## src/rtl/mem_port_arbiter_pkg.sv

```systemverilog
// Shared types and constants for the memory-port arbiter and its lane aligner.
package mem_port_arbiter_pkg;

  localparam int unsigned BUS_W            = 64;
  localparam int unsigned INST_W           = 32;
  localparam int unsigned OFF_W            = 3;
  localparam int unsigned SHAMT_W          = 6;
  localparam int unsigned STARVE_LIMIT_DEF = 4;
  localparam int unsigned TIMEOUT_DEF      = 255;

  typedef enum logic [1:0] {
    ARB_IDLE = 2'd0,
    ARB_REQ  = 2'd1,
    ARB_RSP  = 2'd2
  } arb_state_e;

  typedef enum logic {
    OWN_IF = 1'b0,
    OWN_D  = 1'b1
  } owner_e;

  // Request as presented to memory: aligned address, lane-shifted data/mask.
  typedef struct packed {
    logic             we;
    logic [BUS_W-1:0] addr;
    logic [BUS_W-1:0] wdata;
    logic [BUS_W-1:0] wmask;
  } mem_req_t;

  function automatic logic [BUS_W-1:0] align_addr(input logic [BUS_W-1:0] a);
    return {a[BUS_W-1:OFF_W], OFF_W'(0)};
  endfunction

  function automatic logic [SHAMT_W-1:0] lane_shamt(input logic [OFF_W-1:0] off);
    return {off, 3'b000};
  endfunction

endpackage

```

## src/rtl/mem_lane_align.sv

```systemverilog
// Byte-lane steering between a requester's low-aligned view and the 64-bit memory line.
module mem_lane_align
  import mem_port_arbiter_pkg::*;
(
  input  logic [OFF_W-1:0]  wr_off_i,
  input  logic [BUS_W-1:0]  wdata_i,
  input  logic [BUS_W-1:0]  wmask_i,
  output logic [BUS_W-1:0]  wdata_c_o,
  output logic [BUS_W-1:0]  wmask_c_o,
  input  logic [OFF_W-1:0]  rd_off_i,
  input  logic [BUS_W-1:0]  rdata_i,
  output logic [BUS_W-1:0]  rdata_c_o,
  output logic [INST_W-1:0] inst_c_o
);

  assign wdata_c_o = wdata_i << lane_shamt(wr_off_i);
  assign wmask_c_o = wmask_i << lane_shamt(wr_off_i);
  assign rdata_c_o = rdata_i >> lane_shamt(rd_off_i);

  // Fetch addresses are 4-byte aligned, so only bit 2 selects the word.
  assign inst_c_o  = rd_off_i[2] ? rdata_i[BUS_W-1:INST_W] : rdata_i[INST_W-1:0];

endmodule

```

## src/rtl/mem_port_arbiter.sv

```systemverilog
// Shares one 64-bit memory port between instruction fetch and the data path,
// one transaction outstanding, data-priority with a starvation guard for fetch.
module mem_port_arbiter
  import mem_port_arbiter_pkg::*;
#(
  parameter int unsigned STARVE_LIMIT = STARVE_LIMIT_DEF,
  parameter int unsigned TIMEOUT      = TIMEOUT_DEF
) (
  input  logic              clk,
  input  logic              rst,

  input  logic              if_req_valid,
  input  logic [BUS_W-1:0]  if_req_addr,
  output logic              if_req_ready,
  output logic              if_rsp_valid,
  output logic [INST_W-1:0] if_rsp_inst,
  output logic              if_rsp_err,

  input  logic              d_req_valid,
  input  logic              d_req_we,
  input  logic [BUS_W-1:0]  d_req_addr,
  input  logic [BUS_W-1:0]  d_req_wdata,
  input  logic [BUS_W-1:0]  d_req_wmask,
  output logic              d_req_ready,
  output logic              d_rsp_valid,
  output logic [BUS_W-1:0]  d_rsp_rdata,
  output logic              d_rsp_err,

  output logic              mem_req_valid,
  input  logic              mem_req_ready,
  output logic              mem_req_we,
  output logic [BUS_W-1:0]  mem_req_addr,
  output logic [BUS_W-1:0]  mem_req_wdata,
  output logic [BUS_W-1:0]  mem_req_wmask,
  input  logic              mem_rsp_valid,
  input  logic [BUS_W-1:0]  mem_rsp_rdata,

  output logic              busy
);

  localparam int unsigned STARVE_W = (STARVE_LIMIT > 0) ? $clog2(STARVE_LIMIT + 1) : 1;
  localparam int unsigned WAIT_W   = (TIMEOUT > 2) ? $clog2(TIMEOUT) : 1;

  arb_state_e          state_q, state_d;
  owner_e              owner_q, owner_d;
  logic [OFF_W-1:0]    off_q, off_d;
  mem_req_t            req_q, req_d;
  logic [STARVE_W-1:0] starve_q, starve_d;
  logic [WAIT_W-1:0]   wait_q, wait_d;

  logic                if_win_c;
  logic                d_win_c;
  logic                starved_c;
  logic                timeout_c;
  logic [BUS_W-1:0]    wdata_sh_c;
  logic [BUS_W-1:0]    wmask_sh_c;
  logic [BUS_W-1:0]    rdata_sh_c;
  logic [INST_W-1:0]   inst_c;

  mem_lane_align u_lane_align (
    .wr_off_i  (d_req_addr[OFF_W-1:0]),
    .wdata_i   (d_req_wdata),
    .wmask_i   (d_req_wmask),
    .wdata_c_o (wdata_sh_c),
    .wmask_c_o (wmask_sh_c),
    .rd_off_i  (off_q),
    .rdata_i   (mem_rsp_rdata),
    .rdata_c_o (rdata_sh_c),
    .inst_c_o  (inst_c)
  );

  // Fetch wins only when data is idle or fetch has been passed over too often.
  assign starved_c = (starve_q == STARVE_W'(STARVE_LIMIT));
  assign if_win_c  = if_req_valid && (!d_req_valid || starved_c);
  assign d_win_c   = d_req_valid && !if_win_c;
  assign timeout_c = (TIMEOUT != 0) && (wait_q == WAIT_W'(TIMEOUT - 1));

  always_ff @(posedge clk) begin
    if (rst) begin
      state_q  <= ARB_IDLE;
      owner_q  <= OWN_IF;
      off_q    <= '0;
      req_q    <= '0;
      starve_q <= '0;
      wait_q   <= '0;
    end else begin
      state_q  <= state_d;
      owner_q  <= owner_d;
      off_q    <= off_d;
      req_q    <= req_d;
      starve_q <= starve_d;
      wait_q   <= wait_d;
    end
  end

  always_comb begin
    state_d      = state_q;
    owner_d      = owner_q;
    off_d        = off_q;
    req_d        = req_q;
    starve_d     = starve_q;
    wait_d       = wait_q;
    if_req_ready = 1'b0;
    d_req_ready  = 1'b0;
    if_rsp_valid = 1'b0;
    if_rsp_inst  = '0;
    if_rsp_err   = 1'b0;
    d_rsp_valid  = 1'b0;
    d_rsp_rdata  = '0;
    d_rsp_err    = 1'b0;

    unique case (state_q)
      ARB_IDLE: begin
        if (if_win_c || d_win_c) begin
          if_req_ready = if_win_c;
          d_req_ready  = d_win_c;
          state_d      = ARB_REQ;
          if (if_win_c) begin
            owner_d     = OWN_IF;
            off_d       = if_req_addr[OFF_W-1:0];
            req_d.we    = 1'b0;
            req_d.addr  = align_addr(if_req_addr);
            req_d.wdata = '0;
            req_d.wmask = '0;
            starve_d    = '0;
          end else begin
            owner_d     = OWN_D;
            off_d       = d_req_addr[OFF_W-1:0];
            req_d.we    = d_req_we;
            req_d.addr  = align_addr(d_req_addr);
            req_d.wdata = d_req_we ? wdata_sh_c : '0;
            req_d.wmask = d_req_we ? wmask_sh_c : '0;
            if (!if_req_valid) begin
              starve_d = '0;
            end else if (!starved_c) begin
              starve_d = starve_q + STARVE_W'(1);
            end
          end
        end
      end

      ARB_REQ: begin
        if (mem_req_ready) begin
          state_d = ARB_RSP;
          wait_d  = '0;
        end
      end

      ARB_RSP: begin
        if (mem_rsp_valid || timeout_c) begin
          state_d = ARB_IDLE;
          if (owner_q == OWN_IF) begin
            if_rsp_valid = 1'b1;
            if_rsp_err   = !mem_rsp_valid;
            if_rsp_inst  = mem_rsp_valid ? inst_c : '0;
          end else begin
            d_rsp_valid  = 1'b1;
            d_rsp_err    = !mem_rsp_valid;
            d_rsp_rdata  = (mem_rsp_valid && !req_q.we) ? rdata_sh_c : '0;
          end
        end else begin
          wait_d = wait_q + WAIT_W'(1);
        end
      end

      default: state_d = ARB_IDLE;
    endcase

    // Reset abandons the transaction silently: no grant, no response.
    if (rst) begin
      if_req_ready = 1'b0;
      d_req_ready  = 1'b0;
      if_rsp_valid = 1'b0;
      if_rsp_inst  = '0;
      if_rsp_err   = 1'b0;
      d_rsp_valid  = 1'b0;
      d_rsp_rdata  = '0;
      d_rsp_err    = 1'b0;
    end
  end

  assign mem_req_valid = (state_q == ARB_REQ);
  assign mem_req_we    = req_q.we;
  assign mem_req_addr  = req_q.addr;
  assign mem_req_wdata = req_q.wdata;
  assign mem_req_wmask = req_q.wmask;
  assign busy          = (state_q != ARB_IDLE);

endmodule

```

## config.mk

```make
export PLATFORM = sky130hd
export DESIGN_NAME = mem_port_arbiter
export DESIGN_NICKNAME = d
export VERILOG_FILES = /design/src/rtl/mem_port_arbiter_pkg.sv /design/src/rtl/mem_lane_align.sv /design/src/rtl/mem_port_arbiter.sv
export SDC_FILE = /design/constraint.sdc
export NUM_CORES = 1
export LEC_CHECK = 0
export BUFFER_PORTS_ARGS = -buffer_cell sky130_fd_sc_hd__buf_2
export CAP_MARGIN = 20
export CORE_AREA = 2 2 245 247
export DETAILED_ROUTE_END_ITERATION = 12
export DIE_AREA = 0 0 247 249
export PLACE_DENSITY_LB_ADDON = 0.1
export SETUP_SLACK_MARGIN = 0.05
export SYNTH_ARGS = -nofsm -noshare
export SYNTH_HDL_FRONTEND = slang
export SYNTH_HIERARCHICAL = 1
export SYNTH_SLANG_ARGS = --single-unit
```

## constraint.sdc

```tcl
create_clock -name clk -period 1.9 [get_ports clk]
set_clock_uncertainty 0.2 [all_clocks]
set_input_delay 0.285 -clock clk [delete_from_list [all_inputs] [get_ports clk]]
set_output_delay 0.285 -clock clk [all_outputs]
set_load 0.03 [all_outputs]
```

==> impl_metrics.toml <==
[outcome]
status = "complete, but fails checks"
violations = "setup timing"

[grt]
first_global_vias = 17900
grt_max_degree = 132
antenna_found_initial = 8
grt_use_total_pct = 23.4
overflow = 0
grt_pass1_wl_um = 112000

[synth]
syn-cell-area_sq_mm = 0.0142
async_flop_share_pct = 0
ys_ff_latch = 207
synth_top_area_share_pct = 29.1
synthFlopType = "dfxtp_1"
syn_inst = 1743
yosysSeqAreaShare_pct = 29.1
synth.distinct_cells = 64
synth-edff-count = 0
ys_top_cells_by_area = "dfxtp_1, mux2i_1, a22oi_1"
syn_area_per_cell_sq_um = 8.16
ys_warn_count = 6
yosysTopAreaCell = "dfxtp_1"

[final_layout]
design_area_sq_mm = 0.0261
nFillCells = 5758
final_core_util_pct = 44.5
layout-drive-gt1-share_pct = 51.4
area_growth_pct = 83.4
final_nets = 3039

[clock_tree]
htree_levels = 1
cts.reportedPaths.clkPinSlew_ps = 60
clockRootBuffer = "clkbuf_16"
numCtsBuffers = 29
insertion_delay_ps = 580
clk_path_buf_depth = 3
cts_tree = "built"
numClockSinks = 207

[floorplanning]
die_w_um = 247
start_util_pct = 24.2
fp.dieH_um = 249
coreArea_sq_mm = 0.0587
dieArea_sq_mm = 0.0615
rows = 89
ioPinCount = 624

[timing]
rsz0062_at_grt = "yes"
slew-limit-headroom_pct = 25.0
final.period_utilization_pct = 140
tightest_slew_ps = 1120
timing.hold.ws_ps = 42.2
slew_violations = 0
period_minus_slack_ps = 2660
worst_slack_ps = -760
setup_viol = 287
hold_viol_final = 0
fin_tns_setup_ps = -89580
fmax_mhz = 376

[routing]
drc = 0
dr.pass1.iters = 6
wirelength_um = 79900
topRoutingLayerUsed = "met5"
viasPerCell = 5.10
vias = 17900
wl_met2_um = 39300
drt-met1-wl_um = 33800
drtAntennaViolNets = 0
wl_per_cell_um = 22.8
route.met3.wl_um = 4830
drt_iter0_drc = 1097

[critical_path]
worst_setup_path_start_kind = "flip-flop"
crit_buf_inv = 2
critPathMaxFanout = 8
worst_setup_path_end_kind = "output pin"
arrival_ps = 2180
cp_top_family = "multiplexers"
slowest_stage = "mux4_2"
cp_cell_sequence = "buf_12 > mux4_2 > nand2_1 > o221ai_1 > and2_4 > buf_6"
required_ps = 1410
path_class = "flip-flop to output pin"
cp_slowest_stage_delay_ps = 540

[power_and_ir_drop]
peakVddDrop_v = 0.000619
leakagePower_nw = 11.7
p_per_area_mw_per_mm2 = 640

[min_path]
min_path_type = "input pin to flip-flop"

[flow_run]
drv_cap = 0

[placed_design]
post_dp_cell_area_sq_mm = 0.0198
place_ws_ps = -273
hpwl_um = 53200
io_buffers = 620
gp_congestion = 0.877
[kinds of logic after synthesis]
group | count (synthesis) | synth area share, %
other cells | 1 | 0.0264
buf+inv | 192 | 6.77
flops | 207 | 29.1
simple gates | 668 | 21.4
compound gates | 426 | 23.2
mux | 244 | 19.1
xor+xnor | 1 | 0.0616
fa+ha+maj | 4 | 0.352
[cells in the mapped netlist (16+ instances only)]
cell and instances:
and3_1 26, nor3_1 21, clkbuf_1 64, a22oi_1 149, a221oi_1 22, o22ai_1 22
a221o_1 16, mux2i_1 141, mux2_2 74, dfxtp_1 207, nor2_1 294, o21a_1 17
a311oi_1 64, nand2_1 164, o21ai_1 33, o22a_1 27, buf_2 74, and2_1 115
[routing by layer]
metal	vias to the layer above	GRT usage (%)
li1	8317	-
met1	8790	29.5
met4	2	6.82
met2	684	40.6
met3	106	3.94
met5	-	0
[repair_timing]
item | CTS | global route
gates resized for setup | 406 | 229
setup endpoints to repair | 272 | 304
hold buffers | 159 | 0
hold endpoints to repair | 100 | 0
setup buffers | 49 | 25
cloned | 24 | 28
pin swaps | 57 | 112
[worst reg2reg max path: stages, from the launching register on]
cell and delay [ps]:
dfxtp_2 320, inv_2 70, ha_4 160, buf_6 100, buf_6 80, buf_6 90
nand3_4 90, and4_4 270, buf_12 170, buf_12 150, buf_16 130, a22oi_1 170
nor2_1 60
[state kept, by name (all words and copies together), names as in the netlist]
| register | cells |
|---|---|
| state_q | 2 |
| wait_q | 8 |
| starve_q | 3 |
| mem_req_wdata | 64 |
| mem_req_wmask | 64 |
| mem_req_addr | 61 |
| off_q | 3 |
| owner_q | 1 |
| mem_req_we | 1 |
[cell usage in the layout, fill, tap and decap left out, types with 59 or more instances in the layout]
cell type / count
a22oi_2: 71
a22oi_1: 78
dlygate4sd3_1: 159
mux2i_1: 121
and2_4: 100
buf_4: 186
buf_2: 513
buf_6: 142
buf_12: 59
nand2_1: 148
dfxtp_1: 195
nor2_1: 282
[power by group]
group          total (mW)  switching (mW)  leakage (nW)  internal, mW
combinational        6.55            3.40          9.57          3.15
clock                5.39            2.23         0.463          3.16
sequential           4.77           0.173          1.70          4.60
[final timing paths]
| check | from | to | slack [ps] | cells after the start |
|---|---|---|---|---|
| setup reg to reg | starve_q[0]$_SDFFE_PP0P_ | mem_req_wdata[26]$_SDFFE_PP0P_ | -290 | 12 |
| hold reg to reg | mem_req_addr[53]$_SDFFE_PP0P_ | mem_req_addr[53]$_SDFFE_PP0P_ | 290 | 2 |
| setup / recovery | off_q[0]$_SDFFE_PP0P_ | d_rsp_rdata[3] | -760 | 6 |
| hold / removal | d_req_wmask[7] | mem_req_wmask[7]$_SDFFE_PP0P_ | 40 | 4 |
[through the flow]
step | power [mW] | cells
final | 16.7 | 3511
after global routing | 17.4 | 3509
after CTS | 16.2 | 3463
after detailed placement | 9.68 | 3179
after global placement | 9.67 | 3179
after floorplan | 7.63 | 1745
[area by class of cell]
class | count | area, sq um | area share (%)
Clock inverter | 11 | 87.6 | 0.336
Sequential cell | 207 | 4170 | 16.0
Multi-Input combinational cell | 1348 | 10500 | 40.1
Clock buffer | 42 | 835 | 3.20
Timing Repair Buffer | 1109 | 9490 | 36.4
Antenna cell | 8 | 20.0 | 0.0767
Inverter | 13 | 53.8 | 0.206
Tap cell | 773 | 967 | 3.71
(Power assumes the default switching activity.)
